--- src/rtl/mdio_rx_multi.sv ---
// MDIO Clause 22 PHY-side receiver serving NUM_PHY consecutive PHY addresses from PHY_BASE.
// Define MDIO_RX_BCAST_EN to accept PHYAD 0 as a write broadcast; reads to PHYAD 0 are then ignored.
module mdio_rx_multi #(
  parameter logic [4:0] PHY_BASE     = 5'd1,
  parameter int         NUM_PHY      = 4,
  parameter int         PREAMBLE_LEN = 32,
  parameter int         IDX_W        = (NUM_PHY > 1) ? $clog2(NUM_PHY) : 1
) (
  input  logic             MDC,
  input  logic             RESET,
  input  logic             MDIO_OUT,
  input  logic             MDIO_OE,
  input  logic [15:0]      RD_DATA,
  output logic             MDIO_IN,
  output logic             MDIO_IN_EN,
  output logic [4:0]       ADDR,
  output logic [IDX_W-1:0] PHY_IDX,
  output logic [15:0]      WR_DATA,
  output logic             WR_STB,
  output logic             RD_REQ,
  output logic             MDIO_DONE,
  output logic             FRAME_ERR,
  output logic             WR_BCAST
);
  typedef enum logic [3:0] {
    S_PRE, S_ST, S_OP, S_ADR, S_TA_R, S_RDATA, S_TA_W, S_WDATA, S_SKIP
  } state_t;

  localparam logic [5:0] PRE_MAX = 6'(PREAMBLE_LEN);

  state_t           state_q, state_d;
  logic [5:0]       pre_cnt_q, pre_cnt_d;
  logic [4:0]       cnt_q, cnt_d;
  logic [15:0]      sh_q, sh_d;
  logic             rd_q, rd_d;
  logic             bcast_q, bcast_d;
  logic             mdio_in_q, mdio_in_d;
  logic             mdio_in_en_q, mdio_in_en_d;
  logic [4:0]       addr_q, addr_d;
  logic [IDX_W-1:0] phy_idx_q, phy_idx_d;
  logic [15:0]      wr_data_q, wr_data_d;
  logic             wr_stb_q, wr_stb_d;
  logic             rd_req_q, rd_req_d;
  logic             done_q, done_d;
  logic             frame_err_q, frame_err_d;
  logic             wr_bcast_q, wr_bcast_d;

  logic       b;
  logic [4:0] phyad, regad;
  logic       in_rng, is_bc, accept;

  assign b      = MDIO_OE ? MDIO_OUT : 1'b1;
  // On the last REGAD edge the shift register holds PHYAD and the first four REGAD bits.
  assign phyad  = sh_q[8:4];
  assign regad  = {sh_q[3:0], b};
  assign in_rng = (int'(phyad) >= int'(PHY_BASE)) && (int'(phyad) < int'(PHY_BASE) + NUM_PHY);

`ifdef MDIO_RX_BCAST_EN
  assign is_bc  = (phyad == 5'd0);
  assign accept = rd_q ? (in_rng && !is_bc) : (in_rng || is_bc);
`else
  assign is_bc  = 1'b0;
  assign accept = in_rng;
`endif

  always_comb begin
    state_d      = state_q;
    pre_cnt_d    = pre_cnt_q;
    cnt_d        = cnt_q;
    sh_d         = sh_q;
    rd_d         = rd_q;
    bcast_d      = bcast_q;
    mdio_in_d    = mdio_in_q;
    mdio_in_en_d = mdio_in_en_q;
    addr_d       = addr_q;
    phy_idx_d    = phy_idx_q;
    wr_data_d    = wr_data_q;
    wr_stb_d     = 1'b0;
    rd_req_d     = 1'b0;
    done_d       = 1'b0;
    frame_err_d  = 1'b0;
    wr_bcast_d   = 1'b0;
    case (state_q)
      S_PRE: begin
        if (b) begin
          if (pre_cnt_q != PRE_MAX) pre_cnt_d = pre_cnt_q + 6'd1;
        end else begin
          pre_cnt_d = '0;
          if (pre_cnt_q == PRE_MAX) state_d = S_ST;
        end
      end
      S_ST: begin
        if (b) begin
          state_d = S_OP;
          cnt_d   = '0;
        end else begin
          frame_err_d = 1'b1;
          state_d     = S_PRE;
        end
      end
      S_OP: begin
        sh_d = {sh_q[14:0], b};
        if (cnt_q == 5'd0) begin
          cnt_d = 5'd1;
        end else begin
          cnt_d = '0;
          // 10 = read, 01 = write: the first opcode bit is the read flag.
          if (sh_q[0] != b) begin
            rd_d    = sh_q[0];
            state_d = S_ADR;
          end else begin
            frame_err_d = 1'b1;
            state_d     = S_PRE;
          end
        end
      end
      S_ADR: begin
        sh_d  = {sh_q[14:0], b};
        cnt_d = cnt_q + 5'd1;
        if (cnt_q == 5'd9) begin
          cnt_d = '0;
          if (accept) begin
            addr_d    = regad;
            phy_idx_d = is_bc ? '0 : IDX_W'(phyad - PHY_BASE);
            bcast_d   = is_bc;
            rd_req_d  = rd_q;
            state_d   = rd_q ? S_TA_R : S_TA_W;
          end else begin
            state_d = S_SKIP;
          end
        end
      end
      S_TA_R: begin
        if (cnt_q == 5'd0) begin
          sh_d         = RD_DATA;
          mdio_in_en_d = 1'b1;
          mdio_in_d    = 1'b0;
          cnt_d        = 5'd1;
        end else begin
          mdio_in_d = sh_q[15];
          sh_d      = {sh_q[14:0], 1'b0};
          cnt_d     = '0;
          state_d   = S_RDATA;
        end
      end
      S_RDATA: begin
        if (cnt_q == 5'd15) begin
          mdio_in_en_d = 1'b0;
          mdio_in_d    = 1'b0;
          done_d       = 1'b1;
          cnt_d        = '0;
          state_d      = S_PRE;
        end else begin
          mdio_in_d = sh_q[15];
          sh_d      = {sh_q[14:0], 1'b0};
          cnt_d     = cnt_q + 5'd1;
        end
      end
      S_TA_W: begin
        sh_d = {sh_q[14:0], b};
        if (cnt_q == 5'd0) begin
          cnt_d = 5'd1;
        end else if ({sh_q[0], b} == 2'b10) begin
          cnt_d   = '0;
          state_d = S_WDATA;
        end else begin
          // Both TA bit times are already consumed; skip the 16 data bits.
          frame_err_d = 1'b1;
          cnt_d       = 5'd2;
          state_d     = S_SKIP;
        end
      end
      S_WDATA: begin
        sh_d  = {sh_q[14:0], b};
        cnt_d = cnt_q + 5'd1;
        if (cnt_q == 5'd15) begin
          wr_data_d  = {sh_q[14:0], b};
          wr_stb_d   = 1'b1;
          done_d     = 1'b1;
          wr_bcast_d = bcast_q;
          cnt_d      = '0;
          state_d    = S_PRE;
        end
      end
      S_SKIP: begin
        cnt_d = cnt_q + 5'd1;
        if (cnt_q == 5'd17) begin
          cnt_d   = '0;
          state_d = S_PRE;
        end
      end
      default: state_d = S_PRE;
    endcase
  end

  always_ff @(posedge MDC or posedge RESET) begin
    if (RESET) begin
      state_q      <= S_PRE;
      pre_cnt_q    <= '0;
      cnt_q        <= '0;
      sh_q         <= '0;
      rd_q         <= 1'b0;
      bcast_q      <= 1'b0;
      mdio_in_q    <= 1'b0;
      mdio_in_en_q <= 1'b0;
      addr_q       <= '0;
      phy_idx_q    <= '0;
      wr_data_q    <= '0;
      wr_stb_q     <= 1'b0;
      rd_req_q     <= 1'b0;
      done_q       <= 1'b0;
      frame_err_q  <= 1'b0;
      wr_bcast_q   <= 1'b0;
    end else begin
      state_q      <= state_d;
      pre_cnt_q    <= pre_cnt_d;
      cnt_q        <= cnt_d;
      sh_q         <= sh_d;
      rd_q         <= rd_d;
      bcast_q      <= bcast_d;
      mdio_in_q    <= mdio_in_d;
      mdio_in_en_q <= mdio_in_en_d;
      addr_q       <= addr_d;
      phy_idx_q    <= phy_idx_d;
      wr_data_q    <= wr_data_d;
      wr_stb_q     <= wr_stb_d;
      rd_req_q     <= rd_req_d;
      done_q       <= done_d;
      frame_err_q  <= frame_err_d;
      wr_bcast_q   <= wr_bcast_d;
    end
  end

  assign MDIO_IN    = mdio_in_q;
  assign MDIO_IN_EN = mdio_in_en_q;
  assign ADDR       = addr_q;
  assign PHY_IDX    = phy_idx_q;
  assign WR_DATA    = wr_data_q;
  assign WR_STB     = wr_stb_q;
  assign RD_REQ     = rd_req_q;
  assign MDIO_DONE  = done_q;
  assign FRAME_ERR  = frame_err_q;
  assign WR_BCAST   = wr_bcast_q;
endmodule

--- config.mk ---
export PLATFORM = sky130hd
export DESIGN_NAME = mdio_rx_multi
export DESIGN_NICKNAME = d
export VERILOG_FILES = /design/src/rtl/mdio_rx_multi.sv
export SDC_FILE = /design/constraint.sdc
export NUM_CORES = 1
export LEC_CHECK = 0
export BUFFER_PORTS_ARGS = -buffer_cell sky130_fd_sc_hd__buf_2
export CAP_MARGIN = 10
export CORE_UTILIZATION = 60
export CTS_CLUSTER_SIZE = 20
export DETAILED_ROUTE_END_ITERATION = 10
export GPL_ROUTABILITY_DRIVEN = 0
export PLACE_DENSITY = 0.84
export REMOVE_ABC_BUFFERS = 1
export SYNTH_ARGS = -nofsm -noshare
export SYNTH_HDL_FRONTEND = slang
export SYNTH_SLANG_ARGS = --single-unit
--- constraint.sdc ---
create_clock -name MDC -period 3.6 [get_ports MDC]
set_input_delay 0.72 -clock MDC [delete_from_list [all_inputs] [get_ports MDC]]
set_output_delay 0.72 -clock MDC [all_outputs]
set_load 0.05 [all_outputs]
Yosys cells after proc, flatten, opt, wreduce, memory -nomap -nowiden
Index checks and enable logic that the tools add are counted.

Add/sub/neg operators: 3. Multiply operators: 0. Div/mod/pow operators: 0. $lt $le $gt $ge: 2. Equality and inequality tests: 28. Shift operators: 0. Muxes and demuxes: 46. Bitwise gates (word level): 1. Reductions and logical operators: 17.

Operators by type and width (count): 16-bit one-hot mux with 3 select lines (1); 4-bit 2-to-1 mux (10); 16-bit 2-to-1 mux (2); 4-bit one-hot mux with 8 select lines (1); 5-bit one-hot mux with 6 select lines (1); 2-bit inequality test (second input constant) (11); 5-bit 2-to-1 mux (4); 1-bit 2-to-1 mux (17); 4-bit by 3-bit == test with 1-bit output (second input constant) (4); 6-bit 2-to-1 mux (2); 5-bit by 4-bit == test with 1-bit output (second input constant) (2); 2-bit 2-to-1 mux (5); 3-bit AND reduction (3); 4-bit by 2-bit == test with 1-bit output (second input constant) (2); 2-bit AND reduction (4); 8-bit AND reduction (1); 6-bit by 1-bit adder with 6-bit output (second input constant) (1); 6-bit == test (second input constant) (1); 6-bit inequality test (second input constant) (1); 6-bit nonzero test (1); 5-bit by 1-bit adder with 5-bit output (second input constant) (1); 5-bit == test (second input constant) (1); 5-bit by 1-bit greater-or-equal comparator with 1-bit output (second input constant) (1); 5-bit zero test (1); 16 further kinds (19).

Bits in registers: 61. Bits in latches: 0. RAM bits: 0. ROM bits: 0. Logic and storage cells: 111. Memories kept: 0.

Longest topological paths before layout
Gate-level depths: netlist (run 1).

Depth in word-level cells: 5. Gate-level depth with buffers: 8. Depth with buffers taken out: 7.

Worst setup path before layout (run 1)
OpenSTA, ideal clock, no wires.

Path type: input to register. Start: input MDIO_OUT. End: register state_q[1]. Setup time: 79 ps. Arrival: 2390 ps. Data required time: 3521 ps. Slack: 1130 ps. Stages: 8. Path buffers: 1. Cells stage by stage: nand2b_1 -> clkbuf_1 -> inv_1 -> ha_1 -> or2_2 -> a2111oi_0 -> a311oi_1 -> mux2i_1.

Cells in the longest elaborated chain, start to end: 5.

RTL lines: start: declaration (line 11) `input logic MDIO_OUT,`; 1-bit 2-to-1 mux * (line 52) `assign b = MDIO_OE ? MDIO_OUT : 1'b1;`; 2-bit == test or 1-bit inequality test (tied branches) (line 163, 108); 4-bit 2-to-1 mux or 2-bit 2-to-1 mux (tied branches) (line 163, 108); 4-bit 2-to-1 mux (on tied branches) (line 161, 103); 4-bit one-hot mux with 8 select lines (line 83) `case (state_q)`; end signal: assignment (line 215) `state_q <= state_d;`; end: declaration (line 31) `state_t state_q, state_d;`.

Every way passes the cells marked *; elsewhere a longest branch is shown, timed or not. The select of a mux whose other input is x is not followed. A chain may end at the register's enable or synchronous reset.

Final worst setup path (run 1)
Same ends and word-level chain as after synthesis.

==> results of run 1 <==
-- power groups by stage --
stage                     clock network, mW  registers (mW)  logic, mW
after floorplan                           0           0.729     0.0757
after global placement                    0           0.734      0.103
after detailed placement                  0           0.735      0.105
after CTS                             0.555           0.722      0.107
after global routing                  0.579           0.726      0.118
final                                 0.553           0.723      0.107
-- logic make-up (layout without fill, tap and decap cells) --
| logic type | count (synthesis) | count (layout) |
|---|---|---|
| AND/OR/NAND/NOR | 82 | 82 |
| AO/OA/AOI/OAI | 61 | 61 |
| other | 1 | 1 |
| flip-flops | 61 | 61 |
| XOR/XNOR | 1 | 1 |
| adder cells (fa/ha/maj) | 9 | 9 |
| buffers and inverters | 34 | 89 |
| multiplexers | 39 | 39 |
-- cells in the final DEF, fill, tap and decap left out, types with 5 or more instances in the layout --
cell type and n:
clkbuf_8 11, o21ai_0 27, ha_1 9, mux2_2 21, mux2i_1 17, inv_1 19, buf_2 48, nor2_1 5
nand3_1 9, dfrtp_1 61, buf_4 5, nand2_1 31, a21oi_1 6
-- through the flow --
step                total power, mW  std cells  hold WS [ns]
finish                         1.38        410         0.351
global route                   1.42        410         0.386
CTS                            1.38        410         0.356
detailed placement            0.840        394         0.476
global placement              0.836        394         0.461
floorplan                     0.805        274         0.449
-- final timing paths --
check                                            start                      to  cells past startpoint
worst max-delay path                          MDIO_OUT  state_q[1]$_DFFE_PP0P_                      8
worst min-delay path                             RESET     ADDR[2]$_DFFE_PP0P_                      2
worst max register to register    cnt_q[0]$_DFFE_PP0P_  state_q[2]$_DFFE_PP0P_                      6
worst min register to register  WR_DATA[6]$_DFFE_PP0P_  WR_DATA[6]$_DFFE_PP0P_                      2
max in group asynchronous                        RESET    sh_q[15]$_DFFE_PP0P_                      3
min in group MDC                WR_DATA[6]$_DFFE_PP0P_  WR_DATA[6]$_DFFE_PP0P_                      2
-- sequential cells by signal, summed over array words and instances (netlist names) --
name and flops:
rd_q 1, pre_cnt_q 6, ADDR 5, MDIO_DONE 1, WR_DATA 16, WR_STB 1
RD_REQ 1, sh_q 16, cnt_q 5, PHY_IDX 2, MDIO_IN_EN 1, FRAME_ERR 1
state_q 4, MDIO_IN 1
-- final cells by class --
cell class / instances / area share
Sequential cell: 61 / 0.432
Multi-Input combinational cell: 193 / 0.395
Clock buffer: 12 / 0.0439
Inverter: 20 / 0.0212
Clock inverter: 4 / 0.00637
Tap cell: 67 / 0.0237
Timing Repair Buffer: 53 / 0.0785
-- per-layer routing --
metal	vias up	wire, microns	global-route usage
li1	1135	-	-
met1	1168	2880	0.348
met2	88	3180	0.422
met3	27	390	0.0631
met4	0	201	0.152
met5	-	0	0
==> impl_metrics.csv, run 1 <==
group,metric,value,unit
sta,max_freq,407,MHz
sta,tns,0,ns
detailed_routing,drt_iter0_markers,231,
synth,synth_top_family_by_area,"simple AND/OR/NAND/NOR gates",
synth,synth_xor_area_frac,0.00287,
global_route,grt_usage,0.270,
global_route,antenna_found_initial,0,
clock_tree,cts_buffers,9,
synth,yosys_warnings,0,
detailed_routing,route.detailed.drc,0,
clock_tree,cts_sinks,61,
floorplanning,pin_count,50,
synth,async_flop_share,1.00,
layout,final_area,3540,sq um
synth,synth_top_cells_by_area,"dfrtp_1 50%, mux2_2 7.7%, mux2i_1 5.6%, o21ai_0 4.6%, nand2_1 3.8%",
floorplanning,rows,25,
worst_setup_path,worstSetupPathType,"in2reg",
global_route,grt_pass1_vias,2301,
synth,synth_cell_type_count,55,
clock_tree,clk_pin_slew,0.07,ns
layout,antenna_cells,0,
global_route,grt_pass1_wl,10700,microns
worst_setup_path,cp.buffers_inverters,2,
placement,dpl.hpwl,4340,microns
synth,yosys-top-cells-count,"61 x dfrtp_1, 31 x nand2_1, 28 x o21ai_0, 21 x mux2_2, 20 x inv_1",
clock_tree,post-cts-setup-buffers,0,
floorplanning,die-area,5380,sq um
clock_tree,ctsHoldBuffers,0,
worst_setup_path,cp_slowest_cell,"a2111oi_0",
worst_setup_path,critPathCaptureType,"register",
placement,port_buffers,48,
placement,dpl_cell_area,3360,sq um
synth,yosysMostFrequentCell,"dfrtp_1",
synth,seq_area_frac_synth,0.500,
placement,dpl_worst_slack,0.836,ns
global_route,grt.overflow.total,0,
worst_setup_path,reg2reg_slack,1.15,ns
synth,synthFlopType,"dfrtp_1",
worst_setup_path,slowest_delay,0.52,ns
detailed_routing,wl,6650,microns
sta,fin_skew,0.00966,ns
detailed_routing,vias,2418,
layout,multi_input_area,1400,sq um
synth,synthSimpleGateAreaFrac,0.153,
synth,postSynthCellCount,288,
clock_tree,cts_tree,"yes",
synth,synth_fa_ha_area_frac,0.0369,
power,vdd_drop_max,0.000334,V
power,internal_power,1.03,mW
run_status,status,"finished, final reports clean",
global_route,grt_max_degree,44,
worst_setup_path,crit_family,"simple AND/OR/NAND/NOR gates",
detailed_routing,via_per_inst,5.90,
power,power.leakage,1.78,nW
clock_tree,root_buffer,"clkbuf_8",
synth,postSynthAreaPerCell,10.6,sq um
worst_setup_path,start_kind,"primary input",
detailed_routing,post_drt_wl_per_cell,16.2,microns
worst_setup_path,worstPathMaxFanout,12,
power,power_density,391,nW/um^2
sta,slew_violations,0,
clock_tree,htree_levels,3,
sta,fin_ws,1.14,ns
sta,period_minus_slack,2.46,ns
clock_tree,post_cts_resized,0,
worst_setup_path,worstPathRequired,3.86,ns
min_path,hold_class,"in2async",
layout,drive_above_1_share,0.292,
clock_tree,cts_buffer_depth,2,
sta,hold_viol,0,
detailed_routing,dr.pass1.iters,5,
synth,synth.ff_latch_count,61,
synth,syn_area,3060,sq um
layout,num-fill-cells,355,
sta,setup_viol_count_final,0,
power,seqPwrFrac,0.523,
synth,synth_compound_area_frac,0.124,
floorplanning,start_util,0.634,
worst_setup_path,crit_chain,"buf_2 > nand2b_1 > inv_1 > ha_1 > or2_2 > a2111oi_0 > a311oi_1 > mux2i_1",
layout,nNetsFinal,367,
floorplanning,die_x,73.4,microns
floorplanning,die_h,73.4,microns
sta,slew_headroom,0.418,
synth,synth.largest_area_cell,"dfrtp_1",
floorplanning,coreArea,4820,sq um
synth,synth_edf_count,0,
layout,regArea,1530,sq um
power,p_sw_frac,0.256,
worst_setup_path,cp.arrival,2.72,ns
sta,rsz0062_at_grt,"no",
power,p_clk_frac,0.400,
clock_tree,clkLatencyLatePin,0.35,ns
layout,area_growth_syn_to_layout,15.8,%
power,comb_power_share,0.077,
sta,tightest_slew,0.864,ns
synth,yosys.area.top_type_share,0.500,
layout,finalCoreUtilization,0.734,
run,drv_cap,0,
power,p_switching,0.355,mW
detailed_routing,ant_nets,0,
sta,fin_crit_sh,0.682,
synth,muxShareOfSynthArea,0.138,
(Power assumes the default switching activity.)
==> inputs of run 2 (changes only) <==
--- a/config.mk
+++ b/config.mk
@@ -7,11 +7,11 @@
 export LEC_CHECK = 0
 export BUFFER_PORTS_ARGS = -buffer_cell sky130_fd_sc_hd__buf_2
 export CAP_MARGIN = 10
-export CORE_UTILIZATION = 60
+export CORE_UTILIZATION = 56
 export CTS_CLUSTER_SIZE = 20
 export DETAILED_ROUTE_END_ITERATION = 10
 export GPL_ROUTABILITY_DRIVEN = 0
-export PLACE_DENSITY = 0.84
+export PLACE_DENSITY = 0.79
 export REMOVE_ABC_BUFFERS = 1
 export SYNTH_ARGS = -nofsm -noshare
 export SYNTH_HDL_FRONTEND = slang
==> constraint.sdc (replaced) <==
create_clock -name MDC -period 2.5 [get_ports MDC]
set_input_delay 0.5 -clock MDC [delete_from_list [all_inputs] [get_ports MDC]]
set_output_delay 0.5 -clock MDC [all_outputs]
set_load 0.05 [all_outputs]
==> run 2 against run 1 <==
Compared with the run above: non-clock buffer count grew 10; total power rose by 43%; routed wire length is 4.6% lower; critical path type is now reg2reg; critical endpoint is now state_q[2]$_DFFE_PP0P_; largest cell class unchanged; highest routed layer unchanged.
==> impl_metrics.csv, run 2 (synthesis results as in run 1) <==
group,metric,value,unit
run_status,status,"finished, final reports clean",
detailed_routing,wl,6340,microns
clock_tree,cts_buffer_depth,2,
worst_setup_path,worstPathRequired,2.72,ns
sta,max_freq,451,MHz
sta,setup_viol_count_final,0,
clock_tree,post_cts_resized,0,
detailed_routing,dr.pass1.iters,4,
sta,hold_viol,0,
run,drv_cap,0,
power,finalPower,1.97,mW
power,internal_power,1.49,mW
power,p_sw_frac,0.247,
placement,dpl.hpwl,4350,microns
global_route,grt_pass1_vias,2253,
placement,dpl_worst_slack,0.290,ns
placement,port_buffers,48,
sta,rsz0062_at_grt,"no",
worst_setup_path,critPathCaptureType,"register",
clock_tree,htree_levels,3,
floorplanning,pin_count,50,
floorplanning,die_h,75.9,microns
worst_setup_path,start_kind,"register",
clock_tree,cts_buffers,9,
floorplanning,start_util,0.591,
floorplanning,die_x,75.9,microns
layout,final_cells,423,
sta,fin_skew,0.0100,ns
power,p_switching,0.488,mW
layout,drive_above_1_share,0.312,
clock_tree,clk_pin_slew,0.07,ns
global_route,grt_usage,0.246,
layout,antenna_cells,0,
power,seqPwrFrac,0.526,
sta,fin_ws,0.280,ns
power,comb_power_share,0.080,
layout,nNetsFinal,377,
layout,final_common_cell,"dfrtp_1",
detailed_routing,via_per_inst,5.69,
power,power_density,544,nW/um^2
global_route,grt_pass1_wl,10300,microns
worst_setup_path,reg2reg_slack,0.28,ns
clock_tree,cts_sinks,61,
sta,tightest_slew,0.505,ns
clock_tree,post-cts-setup-buffers,0,
detailed_routing,post_drt_wl_per_cell,15.0,microns
global_route,antenna_found_initial,0,
sta,slew_headroom,0.659,
worst_setup_path,timing.rr.start,"cnt_q[0]$_DFFE_PP0P_",
global_route,grt_max_degree,62,
layout,num-fill-cells,385,
placement,dp_cells,407,
detailed_routing,vias,2408,
sta,fin_crit_sh,0.888,
detailed_routing,route.detailed.drc,0,
power,vdd_drop_max,0.000447,V
clock_tree,root_buffer,"clkbuf_8",
sta,period_minus_slack,2.22,ns
clock_tree,cts_tree,"yes",
layout,area_growth_syn_to_layout,18.8,%
worst_setup_path,worstPathMaxFanout,4,
layout,mostFrequentLayoutCells,"61 x dfrtp_1, 48 x buf_2, 31 x nand2_1, 27 x o21ai_0, 21 x mux2_2",
floorplanning,rows,26,
power,power.leakage,1.84,nW
layout,finalCoreUtilization,0.702,
clock_tree,clkLatencyLatePin,0.34,ns
worst_setup_path,worstSetupPathType,"reg2reg",
worst_setup_path,r2r_end,"state_q[2]$_DFFE_PP0P_",
sta,hold_ws,0.209,ns
min_path,hold_class,"in2async",
floorplanning,die-area,5760,sq um
detailed_routing,ant_nets,0,
clock_tree,ctsHoldBuffers,0,
sta,slew_violations,0,
power,p_clk_frac,0.395,
worst_setup_path,reg2reg_depth,6,
worst_setup_path,cp.arrival,2.44,ns
detailed_routing,drt_iter0_markers,197,
global_route,grt.overflow.total,0,
floorplanning,coreArea,5170,sq um
## run 2: per-stage QoR
stage	instance area (sq um)	setup TNS (ns)
after global placement	3450	0
after floorplan	2990	-7.33
final	3630	0
after CTS	3630	0
after global routing	3630	0
after detailed placement	3450	0
## run 2: worst max-delay path, stage by stage (launching register included)
cell and delay [ns]:
dfrtp_1 0.42, inv_1 0.10, ha_1 0.14, or4b_1 0.46
or4_4 0.51, and4_4 0.20, mux2_4 0.29
## run 2: layer usage
layer	share of wire	GRT usage	up-vias
li1	-	-	1139
met1	0.43	0.317	1186
met2	0.50	0.399	76
met3	0.065	0.0728	7
met4	0.0071	0.0823	0
met5	0	0	-
## run 2: power groups by stage
stage	Clock (mW)	Sequential, mW	Combinational, mW
floorplan	0	1.05	0.109
global placement	0	1.06	0.153
detailed placement	0	1.06	0.159
CTS	0.797	1.04	0.160
global route	0.838	1.04	0.182
finish	0.780	1.04	0.157
## run 2: layout make-up
type / count / area [sq um] / share of cell area
sequential: 61 / 1530 / 0.421
clock buffer: 12 / 155 / 0.0428
multi-input combinational: 193 / 1400 / 0.385
timing repair buffer: 63 / 365 / 0.101
tap: 70 / 87.6 / 0.0241
clock inverter: 4 / 22.5 / 0.00621
inverter: 20 / 75.1 / 0.0207
## run 2: how the worst max path moves through the flow
stage / slack, ns / to / start
after floorplan: -0.48 / sh_q[0]$_DFFE_PP0P_ / cnt_q[0]$_DFFE_PP0P_
after global placement: 0.34 / state_q[2]$_DFFE_PP0P_ / cnt_q[0]$_DFFE_PP0P_
after detailed placement: 0.29 / state_q[2]$_DFFE_PP0P_ / cnt_q[0]$_DFFE_PP0P_
after CTS: 0.28 / state_q[2]$_DFFE_PP0P_ / cnt_q[0]$_DFFE_PP0P_
after global routing: 0.19 / sh_q[2]$_DFFE_PP0P_ / cnt_q[0]$_DFFE_PP0P_
final: 0.28 / state_q[2]$_DFFE_PP0P_ / cnt_q[0]$_DFFE_PP0P_
==> inputs of run 3 (changes only) <==
--- a/config.mk
+++ b/config.mk
@@ -5,13 +5,14 @@
 export SDC_FILE = /design/constraint.sdc
 export NUM_CORES = 1
 export LEC_CHECK = 0
+export ABC_AREA = 1
 export BUFFER_PORTS_ARGS = -buffer_cell sky130_fd_sc_hd__buf_2
 export CAP_MARGIN = 10
-export CORE_UTILIZATION = 56
+export CORE_UTILIZATION = 57
 export CTS_CLUSTER_SIZE = 20
 export DETAILED_ROUTE_END_ITERATION = 10
 export GPL_ROUTABILITY_DRIVEN = 0
-export PLACE_DENSITY = 0.79
+export PLACE_DENSITY = 0.8
 export REMOVE_ABC_BUFFERS = 1
 export SYNTH_ARGS = -nofsm -noshare
 export SYNTH_HDL_FRONTEND = slang
==> run 3 against run 2 <==
Compared with the run above: sequential power hardly changed; cell area grew 4.3%; synthesized cell count up 34%; cell count grew 21%; non-clock buffer count fell by 12; core utilization is 2.2 points lower; flip-flop and latch count is the same; clock power up 14%; largest cell class unchanged; highest routed layer unchanged.
==> impl_metrics.csv, run 3 <==
group,metric,value,unit
synth,synth_top_cells_by_area,"dfrtp_1 46%, nand2_1 14%, o21ai_2 6.3%, inv_1 5.1%, o211ai_1 4.3%",
power,p_clk_frac,0.411,
worst_setup_path,start_kind,"register",
clock_tree,cts_buffers,9,
layout,mostFrequentLayoutCells,"124 x nand2_1, 61 x dfrtp_1, 48 x buf_2, 44 x inv_1, 24 x o21ai_2",
worst_setup_path,critPathCaptureType,"register",
power,p_switching,0.558,mW
worst_setup_path,reg2reg_slack,0.67,ns
synth,synth_edf_count,0,
floorplanning,pin_count,50,
clock_tree,root_buffer,"clkbuf_8",
worst_setup_path,worstPathRequired,2.78,ns
synth,postSynthAreaPerCell,8.57,sq um
power,comb_power_share,0.098,
synth,yosys-top-cells-count,"124 x nand2_1, 61 x dfrtp_1, 45 x inv_1, 24 x o21ai_2, 23 x nand3_1",
clock_tree,clk_pin_slew,0.07,ns
worst_setup_path,crit_family,"simple AND/OR/NAND/NOR gates",
detailed_routing,via_per_inst,5.12,
layout,final_common_cell,"nand2_1",
global_route,grt_pass1_vias,2546,
synth,yosys_warnings,0,
detailed_routing,route.detailed.drc,0,
synth,syn_area,3320,sq um
sta,hold_ws,0.222,ns
min_path,hold_class,"in2async",
sta,fin_skew,0.00783,ns
layout,nNetsFinal,466,
power,power_density,570,nW/um^2
clock_tree,cts_buffer_depth,2,
synth,synth_cell_type_count,28,
clock_tree,htree_levels,3,
sta,tns,0,ns
power,finalPower,2.16,mW
floorplanning,die-area,6130,sq um
layout,final_cells,513,
layout,finalCoreUtilization,0.679,
clock_tree,clkLatencyLatePin,0.34,ns
floorplanning,die_x,78.3,microns
sta,setup_viol_count_final,0,
worst_setup_path,cp.arrival,2.11,ns
worst_setup_path,crit_chain,"ha_1 > nand3_1 > inv_1 > ha_1 > nand3_2 > nand2_4 > inv_2 > o211ai_1 > nand2_1",
run,drv_cap,0,
sta,fin_crit_sh,0.731,
floorplanning,rows,27,
power,p_sw_frac,0.258,
synth,synth.ff_latch_count,61,
detailed_routing,drt_iter0_markers,109,
synth,yosys.area.top_type_share,0.460,
detailed_routing,ant_nets,0,
sta,rsz0062_at_grt,"no",
layout,drive_above_1_share,0.286,
clock_tree,ctsHoldBuffers,0,
placement,dpl_cell_area,3590,sq um
placement,dpl_worst_slack,0.676,ns
worst_setup_path,worstPathMaxFanout,17,
global_route,grt_pass1_wl,11500,microns
sta,fin_ws,0.674,ns
synth,synth.largest_area_cell,"dfrtp_1",
placement,port_buffers,48,
placement,dpl.hpwl,4690,microns
detailed_routing,dr.pass1.iters,5,
global_route,grt.overflow.total,0,
synth,seq_area_frac_synth,0.460,
synth,postSynthCellCount,387,
run_status,status,"finished, final reports clean",
placement,dp_cells,498,
clock_tree,cts_sinks,61,
power,vdd_drop_max,0.000459,V
sta,hold_viol,0,
layout,area_growth_syn_to_layout,14.1,%
worst_setup_path,cp_slowest_cell,"dfrtp_1",
floorplanning,die_h,78.3,microns
detailed_routing,wl,6780,microns
clock_tree,post_cts_resized,0,
sta,max_freq,548,MHz
floorplanning,coreArea,5570,sq um
worst_setup_path,slowest_delay,0.41,ns
clock_tree,cts_tree,"yes",
worst_setup_path,r2r_end,"sh_q[9]$_DFFE_PP0P_",
detailed_routing,post_drt_wl_per_cell,13.2,microns
layout,final_area,3790,sq um
floorplanning,start_util,0.595,
synth,synthFlopType,"dfrtp_1",
worst_setup_path,crit_top_cell,"ha_1",
synth,async_flop_share,1.00,
synth,yosysMostFrequentCell,"nand2_1",
global_route,grt_usage,0.245,
power,internal_power,1.60,mW
global_route,antenna_found_initial,0,
global_route,grt_max_degree,62,
layout,antenna_cells,0,
sta,slew_violations,0,
worst_setup_path,cp.buffers_inverters,2,
worst_setup_path,worstSetupPathType,"reg2reg",
sta,period_minus_slack,1.83,ns
power,seqPwrFrac,0.490,
worst_setup_path,reg2reg_depth,9,
power,power.leakage,2.10,nW
clock_tree,post-cts-setup-buffers,0,
detailed_routing,vias,2628,
worst_setup_path,timing.rr.start,"cnt_q[0]$_DFFE_PP0P_",
## run 3: cell count changes in the layout (fill, tap and decap cells not counted), moves of 7 or more
cell	previous run	this run
buf_4	14	1
inv_1	19	44
inv_2	1	8
mux2_2	21	0
mux2i_1	17	0
nand2_1	31	124
nand2_2	0	10
nand3_1	9	23
nor2_1	5	13
o211ai_1	1	19
o21ai_0	27	8
o21ai_2	1	24
## run 3: cell families after synthesis
logic type      count (synthesis)  share of synthesized area
fa+ha+maj                       9                     0.0340
xor+xnor                        5                     0.0132
other cells                     1                    0.00113
compound gates                 54                      0.128
buf+inv                        64                     0.0913
simple gates                  193                      0.273
flops                          61                      0.460
## run 3: cell type report
| type | instances | area, sq um |
|---|---|---|
| Clock inverter | 4 | 47.5 |
| Inverter | 52 | 195 |
| Sequential cell | 61 | 1530 |
| Multi-Input combinational cell | 262 | 1490 |
| Timing Repair Buffer | 51 | 288 |
| Clock buffer | 11 | 151 |
| Fill cell | 461 | 1790 |
| Tap cell | 72 | 90.1 |
## run 3: worst max path at each step
stage / cells after the start / endpoint / startpoint
after global routing: 9 / sh_q[9]$_DFFE_PP0P_ / cnt_q[0]$_DFFE_PP0P_
final: 9 / sh_q[9]$_DFFE_PP0P_ / cnt_q[0]$_DFFE_PP0P_
after global placement: 9 / sh_q[4]$_DFFE_PP0P_ / cnt_q[0]$_DFFE_PP0P_
after floorplan: 1 / ADDR[0]$_DFFE_PP0P_ / RESET
after detailed placement: 9 / sh_q[9]$_DFFE_PP0P_ / cnt_q[0]$_DFFE_PP0P_
after CTS: 9 / sh_q[9]$_DFFE_PP0P_ / cnt_q[0]$_DFFE_PP0P_
## run 3: layer usage
metal  up-vias  part of all wire  GRT usage
li1       1334                 -          -
met1      1217              0.44      0.313
met2        65              0.49      0.397
met3        12             0.053     0.0651
met4         0             0.015     0.0926
met5         -                 0          0
## run 3: power groups by stage
| stage | clock [mW] | sequential [mW] | combinational [mW] |
|---|---|---|---|
| 2_1_floorplan | 0 | 1.07 | 0.155 |
| 3_3_place_gp | 0 | 1.07 | 0.204 |
| 3_5_place_dp | 0 | 1.08 | 0.212 |
| 4_1_cts | 0.902 | 1.06 | 0.214 |
| 5_1_grt | 0.940 | 1.06 | 0.240 |
| 6_report | 0.888 | 1.06 | 0.212 |
## run 3: worst register-to-register path: cells and delay by family (launching register included)
| kind | cells | cell delay (ns) |
|---|---|---|
| AND/OR/NAND/NOR | 4 | 0.44 |
| flip-flops | 1 | 0.41 |
| adder cells (fa/ha/maj) | 2 | 0.43 |
| AO/OA/AOI/OAI | 1 | 0.16 |
| buffers and inverters | 2 | 0.32 |
